## src/rtl/relobi_encoder_monitored.sv

```systemverilog
// Host-side OBI to relOBI encoder with Hsiao SECDED protection, TMR handshakes,
// outstanding-transaction flow control and sticky fault monitoring.
package relobi_encoder_monitored_pkg;
  localparam int unsigned AddrWidth = 32;
  localparam int unsigned DataWidth = 32;
  localparam int unsigned IdWidth   = 1;

  // Smallest check width whose odd-weight (>=3) columns can cover k data bits.
  function automatic int unsigned ecc_width(int unsigned k);
    int unsigned width, n;
    width = 0;
    for (int unsigned r = 3; r <= 8; r++) begin
      n = 0;
      for (int unsigned v = 1; v < (32'd1 << r); v++)
        if ($countones(v) >= 3 && $countones(v) % 2 == 1) n++;
      if (width == 0 && n >= k) width = r;
    end
    return width;
  endfunction

  // Hsiao H-matrix columns: lowest odd weights first, ascending value within a weight.
  function automatic logic [63:0][7:0] hsiao_cols(int unsigned r);
    int unsigned n;
    hsiao_cols = '0;
    n = 0;
    for (int unsigned w = 3; w <= r; w += 2)
      for (int unsigned v = 1; v < (32'd1 << r); v++)
        if ($countones(v) == w && n < 64) begin
          hsiao_cols[n] = 8'(v);
          n++;
        end
  endfunction

  localparam int unsigned AddrEccWidth   = ecc_width(AddrWidth);
  localparam int unsigned DataEccWidth   = ecc_width(DataWidth);
  localparam int unsigned AOtherWidth    = 1 + DataWidth / 8 + IdWidth + 1;  // {a_optional, aid, be, we}
  localparam int unsigned AOtherEccWidth = ecc_width(AOtherWidth);
  localparam int unsigned ROtherWidth    = IdWidth + 2;                      // {r_optional, err, rid}
  localparam int unsigned ROtherEccWidth = ecc_width(ROtherWidth);

  typedef logic a_optional_t;
  typedef logic r_optional_t;

  typedef struct packed {
    logic                   req;
    logic [AddrWidth-1:0]   addr;
    logic                   we;
    logic [DataWidth/8-1:0] be;
    logic [DataWidth-1:0]   wdata;
    logic [IdWidth-1:0]     aid;
    a_optional_t            a_optional;
    logic                   rready;
  } obi_req_t;

  typedef struct packed {
    logic                 gnt;
    logic                 rvalid;
    logic [DataWidth-1:0] rdata;
    logic [IdWidth-1:0]   rid;
    logic                 err;
    r_optional_t          r_optional;
  } obi_rsp_t;

  typedef struct packed {
    logic [2:0]                          req;
    logic [AddrWidth+AddrEccWidth-1:0]   addr;
    logic                                we;
    logic [DataWidth/8-1:0]              be;
    logic [DataWidth+DataEccWidth-1:0]   wdata;
    logic [IdWidth-1:0]                  aid;
    a_optional_t                         a_optional;
    logic [AOtherEccWidth-1:0]           other_ecc;
    logic [2:0]                          rready;
  } relobi_req_t;

  typedef struct packed {
    logic [2:0]                        gnt;
    logic [2:0]                        rvalid;
    logic [DataWidth+DataEccWidth-1:0] rdata;
    logic [IdWidth-1:0]                rid;
    logic                              err;
    r_optional_t                       r_optional;
    logic [ROtherEccWidth-1:0]         other_ecc;
  } relobi_rsp_t;
endpackage

module relobi_encoder_monitored_hsiao_enc #(
  parameter int unsigned K = 32,
  parameter int unsigned R = relobi_encoder_monitored_pkg::ecc_width(K)
) (
  input  logic [K-1:0] data,
  output logic [R-1:0] ecc
);
  localparam logic [63:0][7:0] HCols = relobi_encoder_monitored_pkg::hsiao_cols(R);

  // NOTE: combinational blocks assign a default first so no path can infer a latch.
  always_comb begin
    ecc = '0;
    for (int i = 0; i < K; i++) if (data[i]) ecc ^= HCols[i][R-1:0];
  end
endmodule

module relobi_encoder_monitored_hsiao_dec #(
  parameter int unsigned K = 32,
  parameter int unsigned R = relobi_encoder_monitored_pkg::ecc_width(K)
) (
  input  logic [K+R-1:0] code,
  output logic [K-1:0]   data,
  output logic [1:0]     err
);
  localparam logic [63:0][7:0] HCols = relobi_encoder_monitored_pkg::hsiao_cols(R);

  logic [R-1:0] syndrome;
  logic         hit;

  always_comb begin
    syndrome = code[K+R-1:K];
    for (int i = 0; i < K; i++) if (code[i]) syndrome ^= HCols[i][R-1:0];
  end

  // Even-weight syndromes never match a column, so they fall through to uncorrectable.
  always_comb begin
    data = code[K-1:0];
    hit  = 1'b0;
    for (int i = 0; i < K; i++)
      if (syndrome == HCols[i][R-1:0]) begin
        data[i] = ~code[i];
        hit     = 1'b1;
      end
    if (syndrome == '0)                 err = 2'b00;
    else if (hit || $onehot(syndrome))  err = 2'b01;
    else                                err = 2'b10;
  end
endmodule

module relobi_encoder_monitored
  import relobi_encoder_monitored_pkg::*;
#(
  parameter bit          UseRReady = 1'b1,
  parameter int unsigned MaxTrans  = 4,
  parameter int unsigned CntWidth  = 8
) (
  input  logic                          clk_i,
  input  logic                          rst_ni,
  input  logic                          clear_i,
  input  obi_req_t                      req_i,
  output obi_rsp_t                      rsp_o,
  output relobi_req_t                   rel_req_o,
  input  relobi_rsp_t                   rel_rsp_i,
  output logic [$clog2(MaxTrans+1)-1:0] outstanding_o,
  output logic [4:0]                    err_status_o,
  output logic [CntWidth-1:0]           corr_cnt_o,
  output logic [CntWidth-1:0]           uncorr_cnt_o,
  output logic                          fault_o
);
  localparam int unsigned OutW = $clog2(MaxTrans + 1);

  function automatic logic maj3(logic [2:0] v);
    return (v[0] & v[1]) | (v[0] & v[2]) | (v[1] & v[2]);
  endfunction

  logic [AddrEccWidth-1:0]   addr_ecc;
  logic [DataEccWidth-1:0]   wdata_ecc;
  logic [AOtherEccWidth-1:0] a_other_ecc;
  logic [DataWidth-1:0]      rdata;
  logic [ROtherWidth-1:0]    r_other;
  logic [1:0]                rdata_err, r_other_err;
  logic full, req_out, gnt_voted, rvalid_voted, rready, acc, ret, corr_ev, uncorr_ev;
  logic [4:0] events;

  relobi_encoder_monitored_hsiao_enc #(.K(AddrWidth)) i_addr_enc (.data(req_i.addr), .ecc(addr_ecc));
  relobi_encoder_monitored_hsiao_enc #(.K(DataWidth)) i_wdata_enc (.data(req_i.wdata), .ecc(wdata_ecc));
  relobi_encoder_monitored_hsiao_enc #(.K(AOtherWidth)) i_a_other_enc (
    .data({req_i.a_optional, req_i.aid, req_i.be, req_i.we}), .ecc(a_other_ecc));
  relobi_encoder_monitored_hsiao_dec #(.K(DataWidth)) i_rdata_dec (
    .code(rel_rsp_i.rdata), .data(rdata), .err(rdata_err));
  relobi_encoder_monitored_hsiao_dec #(.K(ROtherWidth)) i_r_other_dec (
    .code({rel_rsp_i.other_ecc, rel_rsp_i.r_optional, rel_rsp_i.err, rel_rsp_i.rid}),
    .data(r_other), .err(r_other_err));

  assign full         = (outstanding_o == OutW'(MaxTrans));
  assign req_out      = req_i.req & ~full;
  assign gnt_voted    = maj3(rel_rsp_i.gnt);
  assign rvalid_voted = maj3(rel_rsp_i.rvalid);
  assign rready       = UseRReady ? req_i.rready : 1'b1;
  assign acc          = req_out & gnt_voted;
  assign ret          = rvalid_voted & rready;

  assign rel_req_o.req        = {3{req_out}};
  assign rel_req_o.addr       = {addr_ecc, req_i.addr};
  assign rel_req_o.we         = req_i.we;
  assign rel_req_o.be         = req_i.be;
  assign rel_req_o.wdata      = {wdata_ecc, req_i.wdata};
  assign rel_req_o.aid        = req_i.aid;
  assign rel_req_o.a_optional = req_i.a_optional;
  assign rel_req_o.other_ecc  = a_other_ecc;
  assign rel_req_o.rready     = {3{rready}};

  assign rsp_o.gnt        = gnt_voted & ~full;
  assign rsp_o.rvalid     = rvalid_voted;
  assign rsp_o.rdata      = rdata;
  assign rsp_o.rid        = r_other[IdWidth-1:0];
  assign rsp_o.err        = r_other[IdWidth];
  assign rsp_o.r_optional = r_other[IdWidth+1];

  // Any r-other decode error is treated as uncorrectable, even a single-bit one.
  assign events[0] = (rel_rsp_i.gnt != 3'b000) && (rel_rsp_i.gnt != 3'b111);
  assign events[1] = (rel_rsp_i.rvalid != 3'b000) && (rel_rsp_i.rvalid != 3'b111);
  assign events[2] = rvalid_voted & rdata_err[0];
  assign events[3] = rvalid_voted & (rdata_err[1] | (|r_other_err));
  assign events[4] = (ret & (outstanding_o == '0)) | (gnt_voted & ~req_out);
  assign corr_ev   = |events[2:0];
  assign uncorr_ev = |events[4:3];

  // NOTE: sequential state uses non-blocking assignments so every register samples pre-edge values.
  always_ff @(posedge clk_i or negedge rst_ni) begin
    if (!rst_ni) begin
      outstanding_o <= '0;
      err_status_o  <= '0;
      corr_cnt_o    <= '0;
      uncorr_cnt_o  <= '0;
      fault_o       <= 1'b0;
    end else begin
      if (acc && !ret && !full)                     outstanding_o <= outstanding_o + OutW'(1);
      else if (ret && !acc && outstanding_o != '0)  outstanding_o <= outstanding_o - OutW'(1);

      err_status_o <= (clear_i ? 5'b0 : err_status_o) | events;

      if (clear_i)                              corr_cnt_o <= CntWidth'(corr_ev);
      else if (corr_ev && corr_cnt_o != '1)     corr_cnt_o <= corr_cnt_o + CntWidth'(1);

      if (clear_i)                              uncorr_cnt_o <= CntWidth'(uncorr_ev);
      else if (uncorr_ev && uncorr_cnt_o != '1) uncorr_cnt_o <= uncorr_cnt_o + CntWidth'(1);

      fault_o <= uncorr_ev;
    end
  end
endmodule

```

## config.mk

```make
export PLATFORM = sky130hd
export DESIGN_NAME = relobi_encoder_monitored
export DESIGN_NICKNAME = d
export VERILOG_FILES = /design/src/rtl/relobi_encoder_monitored.sv
export SDC_FILE = /design/constraint.sdc
export NUM_CORES = 1
export LEC_CHECK = 0
export CORE_ASPECT_RATIO = 1.25
export CORE_MARGIN = 1
export CORE_UTILIZATION = 45
export DETAILED_ROUTE_END_ITERATION = 8
export GPL_TIMING_DRIVEN = 0
export HOLD_SLACK_MARGIN = 0.15
export PLACE_DENSITY = 0.89
export REMOVE_ABC_BUFFERS = 1
export SETUP_SLACK_MARGIN = 0.4
export SYNTH_ARGS = -nofsm -noshare
export SYNTH_HDL_FRONTEND = slang
export SYNTH_HIERARCHICAL = 1
export SYNTH_SLANG_ARGS = --single-unit
```

## constraint.sdc

```tcl
create_clock -name clk_i -period 4.9 [get_ports clk_i]
set_clock_uncertainty 0.05 [all_clocks]
set_input_delay 0.98 -clock clk_i [delete_from_list [all_inputs] [get_ports clk_i]]
set_output_delay 0.98 -clock clk_i [all_outputs]
set_load 0.02 [all_outputs]
```

==> reports/metrics.cfg <==
[pwr]
cellLeakagePower_uw = 0.00419
vdd.ir_drop.worst_v = 0.000361
power_density_mw_per_mm2 = 564

[finish]
drive_gt1_frac = 0.307
multi_input_area_mm2 = 0.00514
final_net_count = 1025
layout.area.seq_um2 = 626
insertedDiodeCount = 0
layout.cell_area.non_filler_mm2 = 0.00962
area_delta_synth_final_pct = 69.8
layout.filler_cells = 695

[drt]
vias_per_cell = 5.59
post_drt_wl_per_cell_um = 22.7
drt.antenna.violating_nets = 0
firstDrtPassIters = 8
detailroute.via_count = 5834
wl_um = 23700
route.detailed.drc = 0
drt_iter0_drc = 299

[sta]
final.setup.worst_slack_ns = -1.38
slew_headroom = 0.251
tightest_slew_ns = 1.12
final_min_period_over_clock_period = 1.28
setup_violations = 37
period_minus_slack_ns = 6.28
finalHoldViolCount = 0
slew_violations = 0
unrepaired_setup_endpoints_after_global_routing = true
max_clock_freq_mhz = 159

[logic_synthesis]
ys_seq_elements = 25
synthFlopType = sky130_fd_sc_hd__dfrtp_1
mappedNetlistArea_mm2 = 0.00567
synth_enable_flop_cells = 0
async_flop_share = 1.00
yosysWarnings = 6
synthesis.area_per_instance_um2 = 9.43
synth-seq-area-share = 0.110
gate_count_post_synth = 601
netlist-cell-type-count = 68

[clock_network]
cts_max_level = 1
clock_insertion_delay_worst_skew_ns = 0.26
numCtsBuffers = 3
cts-hold-fix-buffers = 0
clock_path_buffers = 2
clk_sinks = 25
tritoncts_clock_tree = built
ctsRootBufferMaster = sky130_fd_sc_hd__clkbuf_16
clk_pin_slew_worst_paths_ns = 0.06

[critical_path]
timing.critical_path.arrival_ns = 6.34
timing.critical_path.from_type = primary input
worst_path_required_time_ns = 4.96
critical_path_class = primary input to flop
crit_path_end_kind = flop
critical_path_peak_fanout = 5

[min_path]
holdCritPathClass = flop to flop

[global_routing]
antenna_found_initial = 0
pin_count_of_the_biggest_net_entering_global_routing = 26
grt_pass1_vias = 5848
wire_length_of_the_first_global_routing_pass_um = 30700
grt_util_all_layers = 0.306
grt_overflow = 0

[floorplan]
starting_density_of_the_core = 0.464
die_width_um = 102
floorplan.rows = 45
die_area_mm2 = 0.0130
io-pin-count = 286
height_of_the_chip_um = 127
core_area_mm2 = 0.0122

[run_status]
violations = negative setup slack
run_status = finished with violations

[flow_run]
max_cap_violations = 0

[placed_design]
place_area_mm2 = 0.00805
port_buffers = 285
pre_cts_ws_ns = -2.74
place.detailed.hpwl_um = 14200
gp_congestion = 0.910

[routing by layer]
| layer | wire length [um] | share of wire | GRT usage |
|---|---|---|---|
| met1 | 7810 | 0.33 | 0.325 |
| met2 | 12300 | 0.52 | 0.575 |
| met3 | 2170 | 0.092 | 0.0514 |
| met4 | 1430 | 0.060 | 0.145 |
| met5 | 0 | 0 | 0 |
[where the power goes]
part           leakage [uW]  total (uW)  switching [uW]  internal [uW]
clock network     0.0000382         182            70.9            111
registers          0.000317         322            67.1            255
logic               0.00383        4920            2450           2470
total               0.00419        5420            2590           2830
[registers in the layout (all words and copies together) (netlist names)]
register       flops
uncorr_cnt_o       8
outstanding_o      3
corr_cnt_o         8
err_status_o       5
fault_o            1
[critical path: stages]
cell	delay, ns
sky130_fd_sc_hd__buf_4	0.18
sky130_fd_sc_hd__xnor2_4	0.31
sky130_fd_sc_hd__xnor3_1	0.48
sky130_fd_sc_hd__xnor3_2	0.29
sky130_fd_sc_hd__inv_4	0.05
sky130_fd_sc_hd__fa_1	0.56
sky130_fd_sc_hd__inv_2	0.04
sky130_fd_sc_hd__fa_1	0.50
sky130_fd_sc_hd__inv_2	0.06
sky130_fd_sc_hd__ha_4	0.21
sky130_fd_sc_hd__a21o_1	0.17
sky130_fd_sc_hd__fa_1	0.52
sky130_fd_sc_hd__nor2_1	0.06
sky130_fd_sc_hd__nand3_1	0.09
sky130_fd_sc_hd__o41ai_2	0.08
sky130_fd_sc_hd__nor4_1	0.26
sky130_fd_sc_hd__nor4b_4	0.31
sky130_fd_sc_hd__and3b_1	0.22
sky130_fd_sc_hd__or3_4	0.13
sky130_fd_sc_hd__a32o_2	0.20
sky130_fd_sc_hd__o21ai_4	0.11
sky130_fd_sc_hd__buf_6	0.14
sky130_fd_sc_hd__o31ai_1	0.28
sky130_fd_sc_hd__a21oi_1	0.11
[synth_stat cells (3+ instances only)]
cell / n / area (um2)
sky130_fd_sc_hd__ha_1: 12 / 150
sky130_fd_sc_hd__o21ai_0: 7 / 35.0
sky130_fd_sc_hd__nor4b_1: 3 / 26.3
sky130_fd_sc_hd__fa_1: 5 / 100
sky130_fd_sc_hd__or4_1: 3 / 22.5
sky130_fd_sc_hd__xnor2_2: 3 / 48.8
sky130_fd_sc_hd__clkbuf_1: 6 / 22.5
sky130_fd_sc_hd__xnor2_1: 133 / 1160
sky130_fd_sc_hd__buf_6: 4 / 45.0
sky130_fd_sc_hd__dfrtp_1: 25 / 626
sky130_fd_sc_hd__and3_1: 3 / 18.8
sky130_fd_sc_hd__or3_1: 5 / 31.3
sky130_fd_sc_hd__xnor3_1: 45 / 1010
sky130_fd_sc_hd__nor4_1: 4 / 25.0
sky130_fd_sc_hd__nand3_1: 28 / 140
sky130_fd_sc_hd__xor3_1: 6 / 143
sky130_fd_sc_hd__nand4_1: 4 / 25.0
sky130_fd_sc_hd__mux2i_1: 5 / 50.1
sky130_fd_sc_hd__nor3_1: 18 / 90.1
sky130_fd_sc_hd__o31ai_1: 5 / 37.5
sky130_fd_sc_hd__inv_1: 15 / 56.3
sky130_fd_sc_hd__inv_2: 4 / 15.0
sky130_fd_sc_hd__buf_4: 79 / 593
sky130_fd_sc_hd__and2_1: 4 / 25.0
sky130_fd_sc_hd__xor2_1: 38 / 333
sky130_fd_sc_hd__nand2_1: 30 / 113
sky130_fd_sc_hd__a21oi_1: 13 / 65.1
sky130_fd_sc_hd__nor2_1: 41 / 154
[per-stage QoR]
stage | cells | utilization | setup TNS, ns | hold WS, ns | power [uW]
finish | 1043 | 0.787 | -32.45 | 0.447 | 5420
detailed placement | 958 | 0.659 | -65.67 | 0.435 | 3260
global route | 1043 | 0.787 | -36.57 | 0.476 | 5650
CTS | 1017 | 0.738 | -20.82 | 0.449 | 4560
global placement | 958 | 0.659 | -64.37 | 0.430 | 3200
floorplan | 509 | - | -22.43 | 0.558 | 2210
[layout make-up]
class / count / area share
repair buffers: 366 / 0.362
well taps: 164 / 0.0213
clock buffers: 4 / 0.00819
inverters: 20 / 0.00871
flip-flops and latches: 25 / 0.0650
multi-input cells: 464 / 0.534
[kinds of logic after synthesis]
group / synth area share
adders and majority gates: 0.0479
DFF: 0.110
buffers and inverters: 0.132
xor gates and xnor gates: 0.493
muxes: 0.00883
and+or+nand+nor: 0.132
AOI/OAI and AO/OA: 0.0758
[cell usage in the layout, fill, tap and decap left out, types with 11 or more instances in the layout]
cell / netlist / final
sky130_fd_sc_hd__a21oi_1: 13 / 12
sky130_fd_sc_hd__buf_2: 2 / 18
sky130_fd_sc_hd__buf_4: 79 / 64
sky130_fd_sc_hd__buf_6: 4 / 41
sky130_fd_sc_hd__clkdlybuf4s50_1: 0 / 217
sky130_fd_sc_hd__dfrtp_1: 25 / 25
sky130_fd_sc_hd__nand2_1: 30 / 23
sky130_fd_sc_hd__nand3_1: 28 / 17
sky130_fd_sc_hd__nor2_1: 41 / 28
sky130_fd_sc_hd__nor3_1: 18 / 11
sky130_fd_sc_hd__xnor2_1: 133 / 103
sky130_fd_sc_hd__xnor2_2: 3 / 21
sky130_fd_sc_hd__xnor2_4: 1 / 13
sky130_fd_sc_hd__xnor3_1: 45 / 36
sky130_fd_sc_hd__xnor3_2: 2 / 11
sky130_fd_sc_hd__xor2_1: 38 / 34
[repair_timing]
| action | 4_1_cts | 5_1_grt |
|---|---|---|
| resized for setup | 358 | 140 |
| endpoints found under the setup margin | 51 | 51 |
| setup buffers | 55 | 26 |
| gates cloned | 0 | 0 |
| pin swaps | 67 | 54 |
[path summary, 6_finish.rpt]
path	endpoint	startpoint	slack [ns]	depth (start not counted)
worst min register to register	err_status_o[4]	err_status_o[4]	0.45	1
max in group asynchronous	uncorr_cnt_o[4]	rst_ni	2.86	1
worst max-delay path	uncorr_cnt_o[7]	rel_rsp_i[15]	-1.38	24
worst max register to register	outstanding_o[1]	outstanding_o[2]	2.61	6
min in group asynchronous	uncorr_cnt_o[6]	rst_ni	1.27	1
worst min-delay path	err_status_o[4]	err_status_o[4]	0.45	1
Note: power is estimated with default switching activity, not from simulation.
==> edit (same flow settings) <==
Put one more register stage on the output `err_status_o`. The value now appears one clock later. The other outputs are not delayed to match.
--- a/src/rtl/relobi_encoder_monitored.sv
+++ b/src/rtl/relobi_encoder_monitored.sv
@@ -155,6 +155,8 @@
 );
   localparam int unsigned OutW = $clog2(MaxTrans + 1);
 
+  logic [4:0] err_status_s0;
+
   function automatic logic maj3(logic [2:0] v);
     return (v[0] & v[1]) | (v[0] & v[2]) | (v[1] & v[2]);
   endfunction
@@ -216,7 +218,7 @@
   always_ff @(posedge clk_i or negedge rst_ni) begin
     if (!rst_ni) begin
       outstanding_o <= '0;
-      err_status_o  <= '0;
+      err_status_s0 <= '0;
       corr_cnt_o    <= '0;
       uncorr_cnt_o  <= '0;
       fault_o       <= 1'b0;
@@ -224,7 +226,7 @@
       if (acc && !ret && !full)                     outstanding_o <= outstanding_o + OutW'(1);
       else if (ret && !acc && outstanding_o != '0)  outstanding_o <= outstanding_o - OutW'(1);
 
-      err_status_o <= (clear_i ? 5'b0 : err_status_o) | events;
+      err_status_s0 <= (clear_i ? 5'b0 : err_status_s0) | events;
 
       if (clear_i)                              corr_cnt_o <= CntWidth'(corr_ev);
       else if (corr_ev && corr_cnt_o != '1)     corr_cnt_o <= corr_cnt_o + CntWidth'(1);
@@ -235,5 +237,9 @@
       fault_o <= uncorr_ev;
     end
   end
+  always_ff @(posedge clk_i) begin
+    err_status_o <= err_status_s0;
+  end
+
 endmodule
 
Function: changed (Yosys sat finds a counterexample within 4 cycles, from zero or initial values and one cycle with rst_ni low).
==> edit against the unedited design <==
- the run still ends with negative setup slack left
- wire length fell by 15%
- synthesized area grew 3.2%
- final area fell by 4.2%
- utilization fell by 5.9 points
- global-route usage decreased by 4.0 points
- power decreased by 9.7%
- sequential cell count up 5
- worst setup slack better by 160 ps
- largest power group unchanged
- critical path depth stayed put
- sequential power increased by 18%
==> edit: results <==
metrics = {
    "status": {
        "outcome": "finished, violations left",
        "failed_checks": "negative setup slack",
    },
    "finish": {
        "num_antenna_cells": 1,
        "seq_share": 0.07872,
        "drive_above_1_share": 0.2537,
        "nFillCells": 836,
        "nNetsFinal": 1011,
        "nNonClkInverters": 23,
        "biggestRegsByFlops": "corr_cnt_o: 8 flops, uncorr_cnt_o: 8 flops",
    },
    "routing": {
        "wl_per_cell_microns": 19.36,
        "routed_wl_mm": 20.06,
    },
    "worst_setup_path": {
        "max_stage_delay_ps": 540,
        "crit_end": "uncorr_cnt_o[6]",
    },
    "synth": {
        "synthTopCellsByArea": "xnor2_1 (20%), xnor3_1 (17%), dfrtp_1 (11%)",
        "postSynthCellCount": 621,
        "seq_area_frac_synth": 0.1241,
        "synth_common_cells": "xnor2_1 (133), buf_4 (80), nor2_1 (47)",
    },
    "power_and_ir_drop": {
        "p_seq_uw": 380,
    },
    "clock_network": {
        "h-tree-depth": 2,
        "numCtsBuffers": 5,
    },
    "global_route": {
        "grt_pass1_wl_mm": 28.26,
        "grt_pass1_vias": 5494,
        "antenna_found_initial": 1,
    },
    "sta": {
        "fin_ws_ps": -1215,
        "setup_viol": 19,
        "worstMarginPinSlew_ps": 1131,
    },
    "min_path": {
        "min_to": "err_status_o[2]",
    },
}
edit: cell types whose count changed after synthesis, sizes merged, moves of 4 or more:
cell / unedited run / this run
nand2: 30 / 35
nor2: 41 / 47
inv: 19 / 23
dfxtp: 0 / 5
o21ai: 8 / 12
a22o: 4 / 0
edit: logic make-up (layout without fill, tap and decap cells):
| family | count (synthesis) | count (layout) | share of synthesized area |
|---|---|---|---|
| multiplexers | 6 | 6 | 0.01070 |
| flip-flops | 30 | 30 | 0.1241 |
| buffers and inverters | 118 | 363 | 0.1344 |
| AND/OR/NAND/NOR | 162 | 162 | 0.1368 |
| AO/OA/AOI/OAI | 57 | 57 | 0.06893 |
| other | 0 | 1 | 0 |
| adder cells (fa/ha/maj) | 19 | 19 | 0.04709 |
| XOR/XNOR | 229 | 230 | 0.4780 |
edit: per-layer routing:
metal	vias to the layer above	track usage	part of all wire
li1	2516	-	-
met1	2669	0.2973	0.34
met2	408	0.5192	0.53
met3	92	0.04074	0.084
met4	0	0.08319	0.046
met5	-	0	0
